## config.mk

```make
export PLATFORM = sky130hd
export DESIGN_NAME = alu_arbiter
export DESIGN_NICKNAME = d
export VERILOG_FILES = /design/src/rtl/alu_pkg.sv /design/src/rtl/scc.sv /design/src/rtl/alu_arbiter.sv
export SDC_FILE = /design/constraint.sdc
export NUM_CORES = 1
export LEC_CHECK = 0
export BUFFER_PORTS_ARGS = -buffer_cell sky130_fd_sc_hd__buf_2
export CORE_AREA = 3 3 217 113
export DETAILED_ROUTE_END_ITERATION = 8
export DIE_AREA = 0 0 220 116
export HOLD_SLACK_MARGIN = 0.03
export SYNTH_ARGS = -nofsm -noshare
export SYNTH_HDL_FRONTEND = slang
export SYNTH_HIERARCHICAL = 1
export SYNTH_SLANG_ARGS = --single-unit
export TNS_END_PERCENT = 10
```

## constraint.sdc

```tcl
create_clock -name Clk -period 4.6 [get_ports Clk]
set_input_delay 0.69 -clock Clk [delete_from_list [all_inputs] [get_ports Clk]]
set_output_delay 0.69 -clock Clk [all_outputs]
set_load 0.03 [all_outputs]
```

## src/rtl/alu_pkg.sv

```systemverilog
// Shared definitions for the ALU arbiter slice: data width, opcodes,
// sequencer state encoding and the round-robin pick.
package alu_pkg;

   localparam int DATA_W = 32;

   localparam logic [3:0] OP_ADD = 4'b0000;
   localparam logic [3:0] OP_SUB = 4'b0001;
   localparam logic [3:0] OP_AND = 4'b0010;
   localparam logic [3:0] OP_OR  = 4'b0011;
   localparam logic [3:0] OP_NOT = 4'b0100;
   localparam logic [3:0] OP_SRA = 4'b1000;
   localparam logic [3:0] OP_SLL = 4'b1001;
   localparam logic [3:0] OP_SRL = 4'b1010;
   localparam logic [3:0] OP_ROL = 4'b1100;

   typedef enum logic [1:0] {
      IDLE = 2'd0,
      EXEC = 2'd1,
      RESP = 2'd2
   } state_e;

   // Winning requester ID; only meaningful when at least one request is up.
   function automatic logic rr_winner(input logic req0, input logic req1,
                                      input logic last_id);
      if (req0 && req1) return ~last_id;
      return req1;
   endfunction

endpackage

```

## src/rtl/scc.sv

```systemverilog
// Shared 32-bit ALU. Shift and rotate codes move A by one bit position;
// any undefined opcode behaves as addition.
module scc
   import alu_pkg::*;
(
   input  logic [DATA_W-1:0] A,
   input  logic [DATA_W-1:0] B,
   input  logic [3:0]        Op,
   output logic [DATA_W-1:0] Out,
   output logic              Zero
);

   always_comb begin
      // NOTE: Out gets a value before the case so no opcode path infers a latch.
      Out = A + B;
      case (Op)
         OP_ADD:  Out = A + B;
         OP_SUB:  Out = A - B;
         OP_AND:  Out = A & B;
         OP_OR:   Out = A | B;
         OP_NOT:  Out = ~A;
         OP_SRA:  Out = {A[DATA_W-1], A[DATA_W-1:1]};
         OP_SLL:  Out = {A[DATA_W-2:0], 1'b0};
         OP_SRL:  Out = {1'b0, A[DATA_W-1:1]};
         OP_ROL:  Out = {A[DATA_W-2:0], A[DATA_W-1]};
         default: Out = A + B;
      endcase
   end

   assign Zero = (Out == '0);

endmodule

```

## src/rtl/alu_arbiter.sv

```systemverilog
// Two-client round-robin arbiter and sequencer in front of the shared scc ALU:
// grant in IDLE, compute in EXEC, hold the response in RESP until accepted.
module alu_arbiter #(
   parameter int DATA_W = 32,
   parameter int OP_W   = 4
) (
   input  logic              Clk,
   input  logic              Reset,
   input  logic              Req0,
   input  logic [DATA_W-1:0] A0,
   input  logic [DATA_W-1:0] B0,
   input  logic [OP_W-1:0]   Op0,
   input  logic              Req1,
   input  logic [DATA_W-1:0] A1,
   input  logic [DATA_W-1:0] B1,
   input  logic [OP_W-1:0]   Op1,
   output logic              Gnt0,
   output logic              Gnt1,
   output logic              Resp_Valid,
   input  logic              Resp_Ready,
   output logic              Resp_Id,
   output logic [DATA_W-1:0] Resp_Out,
   output logic              Resp_Zero,
   output logic              Busy
);

   import alu_pkg::*;

   state_e            state_q, state_d;
   logic              last_id_q, last_id_d;
   logic [DATA_W-1:0] a_q, a_d;
   logic [DATA_W-1:0] b_q, b_d;
   logic [OP_W-1:0]   op_q, op_d;
   logic              id_q, id_d;
   logic              resp_id_q, resp_id_d;
   logic [DATA_W-1:0] resp_out_q, resp_out_d;
   logic              resp_zero_q, resp_zero_d;

   logic              win_id;
   logic              grant;
   logic [DATA_W-1:0] alu_out;
   logic              alu_zero_unused;

   // Reset gates the grant so no client believes it was served during reset.
   assign win_id = rr_winner(Req0, Req1, last_id_q);
   assign grant  = (state_q == IDLE) && (Req0 || Req1) && !Reset;
   assign Gnt0   = grant && !win_id;
   assign Gnt1   = grant &&  win_id;

   scc u_scc (
      .A    (a_q),
      .B    (b_q),
      .Op   (op_q),
      .Out  (alu_out),
      .Zero (alu_zero_unused)
   );

   always_comb begin
      state_d     = state_q;
      last_id_d   = last_id_q;
      a_d         = a_q;
      b_d         = b_q;
      op_d        = op_q;
      id_d        = id_q;
      resp_id_d   = resp_id_q;
      resp_out_d  = resp_out_q;
      resp_zero_d = resp_zero_q;
      case (state_q)
         IDLE: begin
            if (grant) begin
               a_d     = win_id ? A1  : A0;
               b_d     = win_id ? B1  : B0;
               op_d    = win_id ? Op1 : Op0;
               id_d    = win_id;
               state_d = EXEC;
            end
         end
         EXEC: begin
            resp_out_d  = alu_out;
            resp_zero_d = (alu_out == '0);
            resp_id_d   = id_q;
            state_d     = RESP;
         end
         RESP: begin
            if (Resp_Ready) begin
               last_id_d = resp_id_q;
               state_d   = IDLE;
            end
         end
         default: state_d = IDLE;
      endcase
   end

   always_ff @(posedge Clk) begin
      // NOTE: registers update with non-blocking assignments so every flop samples pre-edge values.
      if (Reset) begin
         state_q     <= IDLE;
         last_id_q   <= 1'b1;
         a_q         <= '0;
         b_q         <= '0;
         op_q        <= '0;
         id_q        <= 1'b0;
         resp_id_q   <= 1'b0;
         resp_out_q  <= '0;
         resp_zero_q <= 1'b0;
      end else begin
         state_q     <= state_d;
         last_id_q   <= last_id_d;
         a_q         <= a_d;
         b_q         <= b_d;
         op_q        <= op_d;
         id_q        <= id_d;
         resp_id_q   <= resp_id_d;
         resp_out_q  <= resp_out_d;
         resp_zero_q <= resp_zero_d;
      end
   end

   assign Resp_Valid = (state_q == RESP);
   assign Busy       = (state_q != IDLE);
   assign Resp_Id    = resp_id_q;
   assign Resp_Out   = resp_out_q;
   assign Resp_Zero  = resp_zero_q;

endmodule

```

==> results.md, run 1 <==
Timing:
- The hold violation count in the final report came to 0.
- At the pin with the least slew margin, the transition time is 1.247 ns.
- Setup violations remaining at the end of the flow were counted as 0.
- The number of max-slew violations in the final report is 0.
- Derived from the worst setup path, the maximum achievable clock frequency is 225.4 MHz.
- The worst pin sits at a relative slew slack of 16.85%.
- The post-route worst setup slack is 0.1626 ns.
- The worst clock skew is 0.01356 ns.
- The part of the cycle the worst path needs is 96.46%.
- The final critical-path required period is 4.437 ns.
- The sum of negative setup slack is 0 ns.

Clock tree:
- The CTS tree is done.
- Clock tree synthesis inserted a total of 9 buffers.
- The clock passes through at most 2 buffers.
- Clock-pin slew was measured on the worst setup and hold paths at 0.07 ns.
- The root buffer cell is clkbuf_16.
- After clock tree synthesis, the flow added hold-fix buffers numbering 0.
- The H-tree level count is 3.
- The clock network latency to the later pin of the worst-skew pair is 0.38 ns.
- CTS saw 106 sinks.

Global routing:
- The number of antenna violations at the first check in global routing came to 0.
- Global routing used 25.13% of the available tracks.
- The via count of the first global-routing pass is 8219.
- The residual overflow from global routing is 0.
- Entering global routing, the biggest net connects 72 pins.
- The first global-routing pass estimated 49.01 mm of wire.

Critical path:
- Counting stages on the worst path, the most repeated cell is buf_4.
- Broken down by cell family, the worst path's largest delay share belongs to simple AND/OR/NAND/NOR gates.
- The largest individual stage delay along the critical path comes from the cell or3_4.
- The worst setup path is captured at a flip-flop.
- On the worst path, the slowest cell contributes a delay of 0.39 ns.
- For the worst setup path, the data required time is 4.89 ns.
- Along the worst path, the maximum fanout reaches 5.
- The worst reg2reg path depth is 20.
- The type of the setup path with the least slack is flip-flop to flip-flop.
- The signal on the critical path passes through or3_4 > or3_4 > nor3_2 > buf_4 > buf_4 > nor2_1 > xnor2_1 > ha_2 > nand4_1 > o221ai_2 > nand2b_1 > a31oi_1 > o211ai_1 > o31ai_2 > buf_4 > xnor2_1 > o21ai_1 > nor4_1 > nand4_1 > o31ai_2.
- Counting buffers and inverters, the worst setup path is 20 cells deep.
- The critical path data arrival time is 4.73 ns.
- The worst setup path is launched from a flip-flop.
- The combined buffer and inverter count along the critical path is 3.

Outcome:
- The flow ran to the end, and the final reports show no timing, DRC or antenna violations.

Logic synthesis:
- A synthesized cell averages 8.301 um^2.
- The synthesized netlist occupies a cell area of 8882 um^2.
- After technology mapping, the gate count stands at 1070.
- The net count after synthesis is 1246.
- The count of yosys warnings during synthesis is 6.

Floorplan:
- The standard cell core area is 22640 um^2.
- In this run the vertical extent of the chip is 116 um.
- The width of the die is 220 um.
- The floorplan step defined a die boundary enclosing 25520 um^2.
- Once the floorplan was initialized, standard cells occupied 39.23% of the core.
- 179 I/O pins were placed.
- The floorplan has 39 rows.

Route:
- The number of nets still failing antenna checks after routing is 0.
- The total routed wirelength is 32.84 mm.
- The total number of vias is 9087.
- After detailed routing, the number of vias per cell comes to 5.784.
- The routed wire length per instance is 20.90 um.
- In this run, the number of DRC markers left after iteration 0 of detailed routing was 892.
- The first TritonRoute pass finished after 5 iterations.
- For this run, design rule violations remaining after detail routing come to 0.

Run:
- The number of maximum-capacitance violations is 0.

Finish:
- The layout net count is 1435.
- The non-filler instance count after layout is 1571.
- The end-of-flow core utilization is 47.67%.
- The area growth from synthesis to layout is 21.52%.
- Summing all non-filler instances in the final layout gives an area of 10790 um^2.
- In the final layout, the share of cells above drive strength 1 is 32.20%.
- The repair_antennas step left the layout with diodes totalling 0.

Placed design:
- After detailed placement, the total cell area comes to 10270 um^2.
- In this run, placement finished with an instance count of 1552.
- Buffers placed on the I/O ports in this run total 178.
- The half-perimeter wire length of the detailed placement result is 25.64 mm.
- The routability congestion estimate from global placement is 0.9626.
- The worst setup slack before clock tree synthesis is -0.1997 ns.

Pwr:
- The power per cell area is 407.8 nW/um^2.
- In this run the static leakage power is 4.388 nW.
- Across the VDD grid, the largest voltage drop is 210.7 uV.

Min path:
- In this run the worst hold path is classified as flip-flop to flip-flop.
- The instance count along the most critical hold path is 2.
[worst paths after layout]
kind | start | to | slack [ns]
min reg2reg | Resp_Out[17] | Resp_Out[17] | 0.45
max reg2reg | b_q[7] | Resp_Zero | 0.16
min | Resp_Out[17] | Resp_Out[17] | 0.45
max | b_q[7] | Resp_Zero | 0.16
[sequential cells by signal, summed over array words and instances, names as in the netlist]
signal	cells
state_q	2
op_q	4
Resp_Zero	1
Resp_Out	32
last_id_q	1
a_q	32
id_q	1
b_q	32
Resp_Id	1
[tightest hold or removal path: stages (launching register included)]
cell,delay (ns)
dfxtp_1,0.31
nand2_1,0.05
a21oi_1,0.05
[routing by layer]
layer	track usage, %	part of all wire, %	vias up
li1	-	-	4372
met3	8.148	10	15
met5	0	0	-
met2	32.31	38	338
met1	40.27	51	4362
met4	2.999	0.49	0
[cell type report]
type	count	area, um^2
fill	2269	11850
clock buffer	9	225.2
sequential	106	2122
multi-input combinational	859	6327
inverter	17	63.81
timing repair buffer	266	1579
clock inverter	7	92.59
tap	307	384.1
[through the flow]
| step | total power, W | hold WS, ns |
|---|---|---|
| floorplan | 0.002628 | 0.4284 |
| global placement | 0.003446 | 0.4421 |
| detailed placement | 0.003441 | 0.4466 |
| CTS | 0.004299 | 0.4567 |
| global route | 0.004661 | 0.4662 |
| finish | 0.004402 | 0.4514 |
[layout by cell type, fill, tap and decap left out, types with 9 or more instances in the layout]
| master | count |
|---|---|
| buf_2 | 177 |
| o211ai_1 | 10 |
| a221oi_1 | 20 |
| mux2i_1 | 69 |
| nor2_1 | 44 |
| nand2_1 | 120 |
| o21ai_0 | 62 |
| buf_4 | 87 |
| o21a_1 | 13 |
| ha_1 | 31 |
| xor2_1 | 26 |
| dfxtp_1 | 106 |
| maj3_1 | 20 |
| a31oi_1 | 11 |
| clkbuf_16 | 9 |
| nand2b_1 | 12 |
| xnor2_1 | 29 |
| a21oi_1 | 143 |
| a211oi_2 | 69 |
| a21o_1 | 13 |
| nor3_1 | 9 |
| inv_1 | 16 |
| nand4_1 | 10 |
[where the power goes]
group          leakage [nW]  total [W]  switching, W  internal (W)
Sequential            0.875    0.00118      0.000151       0.00103
Combinational          3.36    0.00239       0.00145      0.000940
Clock                 0.156   0.000833      0.000396      0.000438
Total                  4.39    0.00440       0.00199       0.00241
[repair_timing]
action                     in CTS  in global routing
setup endpoints to repair       1                  5
gates cloned                    0                  0
gates resized for setup        11                 33
buffers inserted                0                  3
pin swaps                       5                 24
No activity file was read; power rests on OpenSTA's default activity.
==> run 2, diff against run 1 <==
- CORE_AREA: 3 3 217 113 -> 3 3 205 107
- DIE_AREA: 0 0 220 116 -> 0 0 208 110
- PLACE_DENSITY: not set -> 0.69
==> run 2 against run 1 <==
  * Via count grew 0.62%
  * Worst hold slack gained 0.0018 ns
  * First-iteration DRC count grew 2.7%
  * Combinational power is essentially flat
  * Wire length shrank 2.4%
  * Cell area grew 0.24%
  * Critical path type unchanged
  * Highest routed layer unchanged
==> results.md, run 2 (synthesized netlist as in run 1, its figures left out) <==
Critical path:
- The maximum single-stage delay on the critical path is 0.39 ns.
- The kind of start point of the critical path is a flip-flop.
- In this run the worst setup path begins at b_q[5].
- The startpoint identified for the worst register-to-register timing path is b_q[5].
- The slowest stage of the critical path is the or3_4 cell.
- In this run the worst path has a maximum fanout of 4.
- STA puts the critical path data required time at 4.88 ns.
- STA classifies the critical path endpoint as a flip-flop.
- The type of the setup path with the least slack is flip-flop to flip-flop.
- Traced cell by cell, the critical path runs through or3_4 > or3_4 > or2_4 > nor2_4 > buf_4 > a21oi_1 > xnor2_1 > ha_1 > a21oi_1 > o21ai_2 > a211oi_2 > a31oi_2 > o211ai_1 > buf_4 > and2_4 > buf_6 > xor2_1 > o21ai_1 > nor4_1 > nand3_1 > o31ai_1.
- The critical path data arrival time is 4.86 ns.

Global routing:
- The global router's overall resource usage is 26.72%.
- Entering global routing, the biggest net connects 71 pins.
- The residual overflow from global routing is 0.
- The number of antenna violations at the first check in global routing is 0.
- The via count of the first global-routing pass is 8039.
- The first global-routing pass estimated 47.67 mm of wire.

Run:
- Across the run, the number of max-cap violations was 0.

Finish:
- In the layout the commonest cells are buf_2 (177), a21oi_1 (140), nand2_1 (118).
- Cells fill 53.36% of the core in the end.
- The layout net count is 1441.
- The filler cell count is 1974.
- The area taken by flip-flops and latches is 2125 um^2.
- The area of combinational cells with multiple inputs is 6357 um^2.
- The post-route standard cell area excluding fillers is 10820 um^2.
- The most common library cell in the layout ignoring fill and taps is buf_2.
- 0 antenna diodes ended up in the layout.
- The area overhead of the layout relative to synthesis is 21.82%.
- Of the cells placed in the final design, the portion with a size suffix greater than 1 is 33.23%.

Timing:
- The number of setup violations in the final report is 0.
- Between clock sinks in the finished design, the worst skew comes to 0.009411 ns.
- The pin slew with the least headroom to its limit is 1.231 ns.
- Setup repair after global routing could not meet its margin everywhere.
- For this run, the top clock speed supported by timing is 218.6 MHz.
- The number of max-slew violations in the final report was 0.
- The max-slew headroom at the worst pin is 17.94%.
- After layout, the worst setup slack is 0.02518 ns.
- The part of the cycle the worst path needs is 99.45%.
- The sum of negative setup slack is 0 ns.
- After layout, the minimum clock period comes to 4.575 ns.
- The hold violation count in the final report is 0.

Clock tree:
- The CTS tree is done.
- The clock drives 106 sinks.
- The number of clock buffers added by TritonCTS is 9.
- The number of buffers on the longest clock path is 2.
- The root buffer cell is clkbuf_16.
- The hold buffer count at CTS is 0.
- The H-tree level count is 3.
- Clock-pin slew was measured on the worst setup and hold paths at 0.08 ns.
- The clock network latency to the later pin of the worst-skew pair is 0.37 ns.

Route:
- The average via count per standard cell is 5.925.
- After detailed routing, the average wire length per cell comes to 20.78 um.
- For this run, design rule violations remaining after detail routing come to 0.
- Detailed routing inserted a total of 9143 vias.
- The count of TritonRoute iterations in the first routing pass is 6.
- The total routed wirelength is 32.06 mm.
- The first routing iteration left 916 violations.
- The number of nets still failing antenna checks after routing is 0.

Pwr:
- Dividing total power by cell area gives a power density of 406.5 nW/um^2.
- The analysis attributes to cell leakage a power of 4.423 nW.
- The worst ir drop on vdd is 162.7 uV.

Placed design:
- The worst setup slack before clock tree synthesis is -0.07438 ns.
- The HPWL after detailed placement is 24.87 mm.
- In this run the cell area measured after placement is 10190 um^2.
- In this run the tool buffered the top-level ports with 178 buffer cells.
- The routability congestion estimate from global placement is 1.002.

Outcome:
- The run finished with clean final reports.

Floorplan:
- 179 I/O pins were placed.
- The die outline area is 22880 um^2.
- The die span in y is 110 um.
- From left edge to right edge, the die measures 208 um.
- The initialized floorplan defines 37 standard-cell rows.
- For this configuration, the core starts out at a cell density of 43.80%.
- The standard cell core area is 20280 um^2.

Min path:
- The path category of the worst min-delay check is flip-flop to flip-flop.
- The worst hold path begins at Resp_Out[22].
run 2: cell types whose count changed in the layout (fill, tap and decap cells not counted), moves of 3 or more:
cell     before  now
o21ai_1       6    9
buf_6         0    4
o21ai_0      62   58
buf_4        87   90
a21oi_1     143  140
run 2: stage by stage:
step	hold slack (ns)	instances	total power, W
finish	0.4532	1543	0.004399
global route	0.4718	1543	0.004637
CTS	0.4552	1533	0.004240
detailed placement	0.4439	1515	0.003405
global placement	0.4421	1515	0.003407
floorplan	0.4284	1070	0.002628
run 2: area by class of cell:
type,count,area share (%)
sequential,106,19.63
clock inverter,7,0.7516
multi-input combinational,859,58.75
tap,273,3.157
clock buffer,9,2.081
inverter,17,0.5897
timing repair buffer,272,15.03
run 2: power by group:
group	switching [W]	leakage, nW	internal, W
Sequential	0.000147	0.876	0.00103
Combinational	0.00146	3.40	0.000950
Clock	0.000382	0.147	0.000431
Total	0.00199	4.42	0.00241
run 2: routing by layer:
metal  part of all wire [%]  routed length (um)  vias to the layer above  GRT usage (%)
met3                     11                3367                       31          7.492
met1                     51               16280                     4351          43.08
met5                      0                   0                        -              0
li1                       -                   -                     4383              -
met2                     38               12070                      378          33.89
met4                    1.1                 342                        0          4.998
run 2: what timing repair did:
action                                  CTS  global route
endpoints found under the setup margin    1             6
resized for setup                         1            61
pin swaps                                 6            47
buffers inserted                          2            11
run 2: path summary, 6_finish.rpt:
path	to	slack [ns]	depth (start not counted)
max reg2reg	Resp_Zero	0.03	21
min reg2reg	Resp_Out[22]	0.45	2
min	Resp_Out[22]	0.45	2
max	Resp_Zero	0.03	21
run 2: critical path, delay by kind of cell, from the launching register on:
kind | cells | cell delay (ns)
AND/OR/NAND/NOR | 7 | 1.73
XOR/XNOR | 2 | 0.28
adder cells (fa/ha/maj) | 1 | 0.35
AO/OA/AOI/OAI | 8 | 1.42
flip-flops | 1 | 0.32
buffers and inverters | 3 | 0.38
==> run 3, diff against run 2 <==
- ABC_AREA: not set -> 0
- REMOVE_ABC_BUFFERS: not set -> 1
==> run 3 against run 2 <==
  * Maximum frequency decreased by 0.33%
  * Die area stayed put
  * Largest cell class unchanged
  * Via count down 0.72%
  * Clock power fell by 12%
  * Largest power group unchanged
  * Register-to-register slack worse by 0.02 ns
==> results.md, run 3 (synthesized netlist as in run 1, its figures left out) <==
Clock tree:
- The CTS tree is done.
- The tree built by TritonCTS fans out to 106 sinks.
- The hold buffer count at CTS is 0.
- No sink is reached through more buffers than the 2 on the longest clock path.
- Clock latency on the worst-skew pair, taken at its later pin, is 0.37 ns.
- The H-tree level count is 3.
- The clock transition at the registers of the reported paths is 0.08 ns.
- The number of buffers created by CTS is 9.
- CTS placed an instance of clkbuf_16 at the clock tree root.

Route:
- The total number of vias is 9077.
- The residual DRC count is 0.
- The routed design has 29.32 mm of wire.
- The count of TritonRoute iterations in the first routing pass is 5.
- The detail route stage leaves a number of antenna-violating nets equal to 0.
- The average via count per standard cell is 5.871.
- The DRC marker count from the first detailed-route iteration is 825.
- In the final routed layout, each cell accounts on average for 18.97 um.

Timing:
- Static timing analysis puts the maximum clock frequency at 217.9 MHz.
- The number of max-slew violations in the final report is 0.
- The final critical-path required period is 4.590 ns.
- Setup violations remaining at the end of the flow were counted as 0.
- Setup repair after global routing could not meet its margin everywhere.
- The hold violation count in the final report is 0.
- Across all setup checks in the final design, the least slack found is 0.01009 ns.
- Clock skew on the completed layout was measured at 0.01038 ns.
- After layout, the worst path uses 99.78% of the clock period.
- The smallest hold slack is 0.4513 ns.
- The pin slew with the least headroom to its limit is 1.127 ns.
- Headroom to the max-slew limit came out at 24.85%.

Placed design:
- Prior to clock tree synthesis, the placed netlist has a worst setup slack of -0.1992 ns.
- Summed over all nets, the half-perimeter wirelength after detailed placement is 21.90 mm.
- The total placed cells including tap cells is 1522.
- During placement, the flow inserted port buffers numbering 178.
- The total cell area at the placement stage is 10250 um^2.
- The routability congestion estimate from global placement is 1.029.

Critical path:
- The origin of the critical flop-to-flop path is b_q[7].
- The maximum single-stage delay on the critical path is 0.39 ns.
- The worst register-to-register path has a depth of 20.
- The sort of element at the end of the critical path is a flip-flop.
- For this design, the slowest cell found on the critical path is or3_1.
- The worst setup path is of the flip-flop to flip-flop kind.
- In this run the critical register-to-register path is captured at Resp_Zero.
- Data on the critical path is required at its endpoint by 4.88 ns.
- The largest fanout on the critical path is 5.
- The critical path's top delay family is simple AND/OR/NAND/NOR gates.
- The internal reg-to-reg setup slack is 0.01 ns.
- STA classifies the critical path startpoint as a flip-flop.
- The signal on the critical path passes through or3_4 > or3_4 > or2_4 > nor2_4 > and2_4 > a21oi_1 > xnor2_1 > ha_1 > buf_4 > o21a_1 > o2bb2ai_1 > or3_1 > a21oi_1 > a221oi_2 > o21a_1 > o211ai_1 > nand3_1 > nor4_2 > nand4_1 > o31ai_1.
- The number of buffers and inverters on the critical path is 1.
- At the worst endpoint, the arrival time is 4.87 ns.

Floorplan:
- The die span in y is 110 um.
- The number of placement rows is 37.
- The standard cell core area is 20280 um^2.
- The initial cell density of the core is 43.80%.
- The floorplan step defined a die boundary enclosing 22880 um^2.
- The width of the die is 208 um.
- The number of I/O pins is 179.

Global routing:
- The total overflow left after global routing is 0.
- The number of antenna violations at the first check in global routing is 0.
- The pin count of the biggest net entering global routing is 72.
- The global router's overall resource usage is 24.92%.
- The first global-routing pass estimated 46.38 mm of wire.
- The via count of the first global-routing pass was 8632.

Pwr:
- Per report_power, the combinational group accounts for 54.8% of the total.
- Of the total power, the clock network draws 17.1%.
- The power per cell area is 390.1 nW/um^2.
- The worst ir drop on vdd is 163.5 uV.
- The net switching share of the total power is 43.44%.
- The net switching power figure is 0.001817 W.
- The internal power summed over all cells is 0.002366 W.
- The analysis attributes to cell leakage a power of 4.415 nW.
- The total power consumption of the routed design is 0.004184 W.
- Sequential cells account for 28.1% of the total power.

Finish:
- Of the cells placed in the final design, the portion with a size suffix greater than 1 is 32.21%.
- The non-filler instance count after layout is 1546.
- The final layout contains 1445 nets.
- The finished cells cover 10720 um^2.
- In the layout the commonest cells are buf_2 (177), a21oi_1 (142), nand2_1 (120).
- The most common library cell in the layout ignoring fill and taps is buf_2.
- The filler cell count is 1949.
- The repair_antennas step left the layout with diodes totalling 0.
- The area overhead of the layout relative to synthesis is 20.73%.

Min path:
- The worst hold path terminates at Resp_Id.
- The instance count along the most critical hold path is 2.
- The path class of the tightest hold or removal check is flip-flop to flip-flop.
- The beginning of the worst hold path is id_q.

Run:
- Across the run, the number of max-cap violations was 0.

Outcome:
- The run finished with clean final reports.
[run 3: through the flow]
step	util [%]	TNS [ns]
after floorplan	-	-4.966
final	52.89	0
after CTS	52.41	0
after global placement	50.54	-0.003415
after global routing	52.89	-0.2423
after detailed placement	50.54	-0.1992
[run 3: worst min-delay path: cells and delay by family (launching register included)]
| family | cells | cell delay (ns) |
|---|---|---|
| AO/OA/AOI/OAI | 1 | 0.05 |
| flip-flops | 1 | 0.31 |
| AND/OR/NAND/NOR | 1 | 0.05 |
[run 3: how the worst max path moves through the flow]
stage	cells past startpoint	startpoint	slack, ns	to
floorplan	17	op_q[0]	-0.84	Resp_Zero
global placement	20	b_q[7]	-0.003	Resp_Zero
detailed placement	21	b_q[7]	-0.20	Resp_Zero
CTS	21	b_q[7]	0.03	Resp_Zero
global route	21	b_q[7]	-0.20	Resp_Zero
finish	20	b_q[7]	0.01	Resp_Zero
[run 3: timing repair]
item                                    in CTS  in global routing
cloned                                       0                  0
gates resized for setup                     13                 28
pin swaps                                   14                 16
buffers inserted                             9                  0
endpoints found under the setup margin       1                  4
[run 3: layout make-up]
| class | count | area, um^2 | share of cell area, % |
|---|---|---|---|
| flip-flops and latches | 106 | 2123 | 19.80 |
| inverters | 17 | 63.81 | 0.5950 |
| clock inverters | 5 | 32.53 | 0.3033 |
| clock buffers | 10 | 229.0 | 2.135 |
| repair buffers | 276 | 1653 | 15.41 |
| multi-input cells | 859 | 6281 | 58.57 |
| well taps | 273 | 341.6 | 3.185 |
[run 3: power by group through the flow]
stage / registers [W] / logic (W) / clock network (W)
floorplan: 0.00125 / 0.00129 / 0
global placement: 0.00119 / 0.00215 / 0
detailed placement: 0.00119 / 0.00217 / 0
CTS: 0.00117 / 0.00222 / 0.000733
global route: 0.00119 / 0.00249 / 0.000765
finish: 0.00117 / 0.00229 / 0.000717
[run 3: layer usage]
layer / wire (um) / track usage (%)
met4: 464 / 5.574
met3: 1978 / 4.495
met1: 13810 / 34.63
met2: 13070 / 40.80
met5: 0 / 0
